### config.mk
export PLATFORM = sky130hd
export DESIGN_NAME = mux4_rr_arbiter
export DESIGN_NICKNAME = d
export VERILOG_FILES = /design/src/rtl/mux4_rr_arbiter_pkg.sv /design/src/rtl/mux4_rr_arbiter_rr_pick4.sv /design/src/rtl/mux4_rr_arbiter.sv
export SDC_FILE = /design/constraint.sdc
export NUM_CORES = 1
export LEC_CHECK = 0
export CAP_MARGIN = 20
export CORE_UTILIZATION = 60
export DETAILED_ROUTE_END_ITERATION = 8
export DONT_BUFFER_PORTS = 1
export GPL_ROUTABILITY_DRIVEN = 0
export HOLD_SLACK_MARGIN = 0.06
export PLACE_DENSITY_LB_ADDON = 0.1
export SLEW_MARGIN = 25
export SYNTH_ARGS = -nofsm -noshare
export SYNTH_HDL_FRONTEND = slang
export SYNTH_SLANG_ARGS = --single-unit
### constraint.sdc
create_clock -name clk -period 2.4 [get_ports clk]
set_input_delay 0.36 -clock clk [delete_from_list [all_inputs] [get_ports clk]]
set_output_delay 0.36 -clock clk [all_outputs]
set_load 0.005 [all_outputs]
### src/rtl/mux4_rr_arbiter_pkg.sv
// Shared definitions for the 4-way round-robin arbiter: requester count,
// select width, FSM state encoding and the index-to-one-hot helper.
package mux4_rr_arbiter_pkg;

    localparam int NUM_REQ = 4;
    localparam int SEL_W   = 2;

    typedef enum logic {
        ST_IDLE  = 1'b0,
        ST_GRANT = 1'b1
    } state_t;

    function automatic logic [NUM_REQ-1:0] onehot4(input logic [SEL_W-1:0] idx);
        return 4'b0001 << idx;
    endfunction

endpackage

### src/rtl/mux4_rr_arbiter_rr_pick4.sv
// Combinational round-robin picker: first asserted request at or after ptr,
// wrapping modulo 4.
module rr_pick4
    import mux4_rr_arbiter_pkg::*;
(
    input  logic [NUM_REQ-1:0] req,
    input  logic [SEL_W-1:0]   ptr,
    output logic               any,
    output logic [SEL_W-1:0]   idx
);

    logic [SEL_W-1:0] cand;

    always_comb begin
        any  = 1'b0;
        idx  = ptr;
        cand = '0;
        for (int k = 0; k < NUM_REQ; k++) begin
            cand = ptr + SEL_W'(k);
            if (!any && req[cand]) begin
                any = 1'b1;
                idx = cand;
            end
        end
    end

endmodule

### src/rtl/mux4_rr_arbiter.sv
// Round-robin arbiter sharing one 4:1 select path among 4 valid/ready
// requesters, with a per-grant burst cap and rotation on valid drop.
module mux4_rr_arbiter
    import mux4_rr_arbiter_pkg::*;
#(
    parameter int DATA_W    = 1,
    parameter int MAX_BURST = 4
) (
    input  logic                        clk,
    input  logic                        rst_n,
    input  logic [NUM_REQ-1:0]          req_valid,
    input  logic [NUM_REQ*DATA_W-1:0]   req_data,
    output logic [NUM_REQ-1:0]          req_ready,
    output logic [NUM_REQ-1:0]          gnt,
    output logic [SEL_W-1:0]            sel,
    output logic                        out_valid,
    output logic [DATA_W-1:0]           out_data,
    input  logic                        out_ready
);

    localparam int CNT_W = $clog2(MAX_BURST) + 1;
    localparam logic [CNT_W-1:0] LAST_BEAT = CNT_W'(MAX_BURST - 1);

    state_t           state;
    logic [SEL_W-1:0] ptr;
    logic [CNT_W-1:0] beat_cnt;

    logic             pick_any;
    logic [SEL_W-1:0] pick_idx;
    logic [SEL_W-1:0] pick_ptr;
    logic             beat;
    logic             release_now;
    logic [DATA_W-1:0] data_mux;

    // In GRANT the picker is only consulted on a release, so it can always
    // look from the slot after the current owner.
    assign pick_ptr = (state == ST_GRANT) ? sel + 2'd1 : ptr;

    rr_pick4 u_pick (
        .req (req_valid),
        .ptr (pick_ptr),
        .any (pick_any),
        .idx (pick_idx)
    );

    assign out_valid   = (|gnt) & req_valid[sel];
    assign beat        = out_valid & out_ready;
    assign release_now = (beat && (beat_cnt == LAST_BEAT)) || !req_valid[sel];
    assign req_ready   = gnt & {NUM_REQ{out_ready}};

    always_comb begin
        data_mux = '0;
        case (sel)
            2'b00:   data_mux = req_data[0*DATA_W +: DATA_W];
            2'b01:   data_mux = req_data[1*DATA_W +: DATA_W];
            2'b10:   data_mux = req_data[2*DATA_W +: DATA_W];
            2'b11:   data_mux = req_data[3*DATA_W +: DATA_W];
            default: data_mux = '0;
        endcase
    end

    assign out_data = (|gnt) ? data_mux : '0;

    always_ff @(posedge clk or negedge rst_n) begin
        if (!rst_n) begin
            state    <= ST_IDLE;
            gnt      <= '0;
            sel      <= '0;
            ptr      <= '0;
            beat_cnt <= '0;
        end else begin
            case (state)
                ST_IDLE: begin
                    if (pick_any) begin
                        state    <= ST_GRANT;
                        gnt      <= onehot4(pick_idx);
                        sel      <= pick_idx;
                        beat_cnt <= '0;
                    end
                end
                ST_GRANT: begin
                    if (release_now) begin
                        ptr      <= sel + 2'd1;
                        beat_cnt <= '0;
                        if (pick_any) begin
                            gnt <= onehot4(pick_idx);
                            sel <= pick_idx;
                        end else begin
                            state <= ST_IDLE;
                            gnt   <= '0;
                        end
                    end else if (beat) begin
                        beat_cnt <= beat_cnt + 1'b1;
                    end
                end
                default: begin
                    state <= ST_IDLE;
                    gnt   <= '0;
                end
            endcase
        end
    end

endmodule

==> summary.txt <==
Run status: finished clean
DRT Pass-1 Iters: 4
Worst vdd ir: 0.801 mV
# nets final: 108
Antenna Cells: 0
Worst Setup Path Type: reg -> reg
GRT Util Overall: 0.251
Share of post-route cells with drive strength above 1: 0.122
H-tree depth: 1
Clock Path Buffers: 2
Leakage dissipation: 0.400 nW
Fin crit share: 0.874
Initial Util: 0.644
Initial antenna violation count: 0
Placed Cells: 100
PD cells: 1310 mW/mm^2
Clock Pin Slew Worst Setup and Hold Paths: 80 ps
Critical Path RT: 2570 ps
HP Class: in -> reg
Post-DRT Antenna Nets: 0
Fin cells: 105
Yosys Warn Count: 0
Setup Viol. Count Final: 0
Area share of the largest cell type after synthesis: 0.358
# IOs: 23
Core area: 0.00130 sq mm
Cells after Synth: 86
Final Hold Viols: 0
CP arrival: 2260 ps
GRT overflow: 0
Largest cells by area after synthesis: dfrtp_1 36%, ha_1 9.0%, a32o_1 4.8%
Syn_nets: 103
RSZ-0062 raised after global routing: false
CTS tree: built
Width of the die: 39.4 microns
Post-route DRC: 0
First-pass GRT wire length: 2560 microns
Sequential area share after synthesis: 0.358
Post-CTS setup buffer count: 0
Sink Count: 12
Max Slew Vio Count: 0
Largest net degree at the start of global routing: 13
Critical Path Source Type: flip-flop
Die Y-Extent: 39.4 microns
Setup ws final: 303 ps
Slew Limit Headroom: 0.640
Mapped cell area: 838 sq um
Hold slack final: 257 ps
DR WL/cell: 16.4 microns
Clk Latency, worst-skew pair: 270 ps
Sum of negative setup slack: 0 ps
Synthesized area per cell: 9.75 sq um
Area grow syn2layout: 7.16%
Setup crit end kind: flip-flop
Worst-path fanout max: 9
FP Rows: 13
Setup WS pre-CTS: 325 ps
1st-iter DRT viols: 21
Yosys reg bits: 12
Max-cap violations: 0
Vias per inst: 6.63
Die Footprint: 0.00155 sq mm
Dpl hpwl: 1350 microns
Num CTS Buffers: 3
Worst Tran Pin Value: 538 ps
Port bufs: 0
Post-synth cell types: 33
Root cell of the clock tree: clkbuf_4
Tmin final: 2100 ps
Synth area leader: dfrtp_1
Vias in the first global route: 564
Fmax: 477 MHz
Final Skew: 7.51 ps
Vias: 696
Final WL: 1720 microns
[state kept, by name, summed over array words and instances (netlist names)]
signal,cells
ptr,2
gnt,4
beat_cnt,3
state,1
sel,2
[logic make-up after synthesis]
family	Yosys count	synth area share
fa+ha+maj	6	0.0895
flops	12	0.358
buf+inv	7	0.0328
simple gates	25	0.166
mux	8	0.106
compound gates	28	0.248
[worst max-delay path, stage by stage (launching register included)]
cell     delay (ps)
dfrtp_1         520
inv_1           140
ha_1            350
mux2_4          290
a21oi_1         130
a22oi_1         100
a31o_1          240
a32o_1          230
[report_power, final]
group          internal [mW]  total (mW)  switching (mW)  leakage (nW)
clock                 0.0923       0.158          0.0655        0.0210
sequential             0.275       0.368          0.0928         0.149
combinational          0.307       0.649           0.342         0.230
total                  0.674        1.17           0.500         0.400
[final timing paths]
path | slack, ps | cells past startpoint | to | from
worst min-delay path | 260 | 2 | state | req_valid[3]
worst max-delay path | 300 | 7 | gnt[0] | sel[0]
worst max register to register | 300 | 7 | gnt[0] | sel[0]
min in group asynchronous | 500 | 1 | sel[1] | rst_n
worst min register to register | 480 | 1 | beat_cnt[0] | beat_cnt[0]
max in group asynchronous | 1540 | 1 | ptr[1] | rst_n
[cell type report]
cell class	count	area, sq um
Tap cell	15	18.8
Multi-Input combinational cell	67	510
Clock buffer	4	36.3
Timing Repair Buffer	1	10.0
Fill cell	101	403
Inverter	6	22.5
Sequential cell	12	300
[what timing repair did]
action / in CTS / in global routing
hold endpoints to repair: 12 / 0
hold buffers: 1 / 0
setup endpoints to repair: 0 / 0
gates resized for setup: 0 / 0
[cells in the final DEF, fill, tap and decap left out, types with 2 or more instances in the layout]
cell | synthesis | layout
mux2_1 | 2 | 2
inv_1 | 6 | 6
o21ai_0 | 2 | 2
o21ai_1 | 7 | 7
nand2_1 | 7 | 7
a32o_1 | 4 | 4
mux2i_1 | 4 | 4
dfrtp_1 | 12 | 12
ha_1 | 6 | 6
a21oi_1 | 4 | 4
and2_1 | 5 | 5
nor2b_1 | 2 | 2
nor2_1 | 4 | 4
a31oi_1 | 2 | 2
clkbuf_4 | 0 | 3
[synthesized netlist by cell type (all sizes together)]
library cell	number
nor2b	2
nor3	1
or3	1
a31o	1
ha	6
a21oi	4
mux2	4
or3b	1
a22oi	1
buf	1
inv	6
nor4	2
nor2	4
o21ai	10
and2	6
o2bb2ai	1
a222oi	1
o21a	2
a31oi	2
mux2i	4
a2bb2oi	2
nand2b	1
a32o	4
nand2	7
dfrtp	12
[routing by layer]
metal | part of all wire | GRT usage
met5 | 0 | 0
met4 | 0.0058 | 0.0517
met3 | 0.073 | 0.0966
met2 | 0.49 | 0.383
met1 | 0.43 | 0.333
[stage by stage]
step	power [mW]	util	area (sq um)
finish	1.17	0.690	898
detailed placement	1.01	0.655	852
floorplan	0.879	-	838
CTS	1.18	0.690	898
global placement	0.994	0.655	852
global route	1.27	0.690	898
Note: power is estimated with default switching activity, not from simulation.
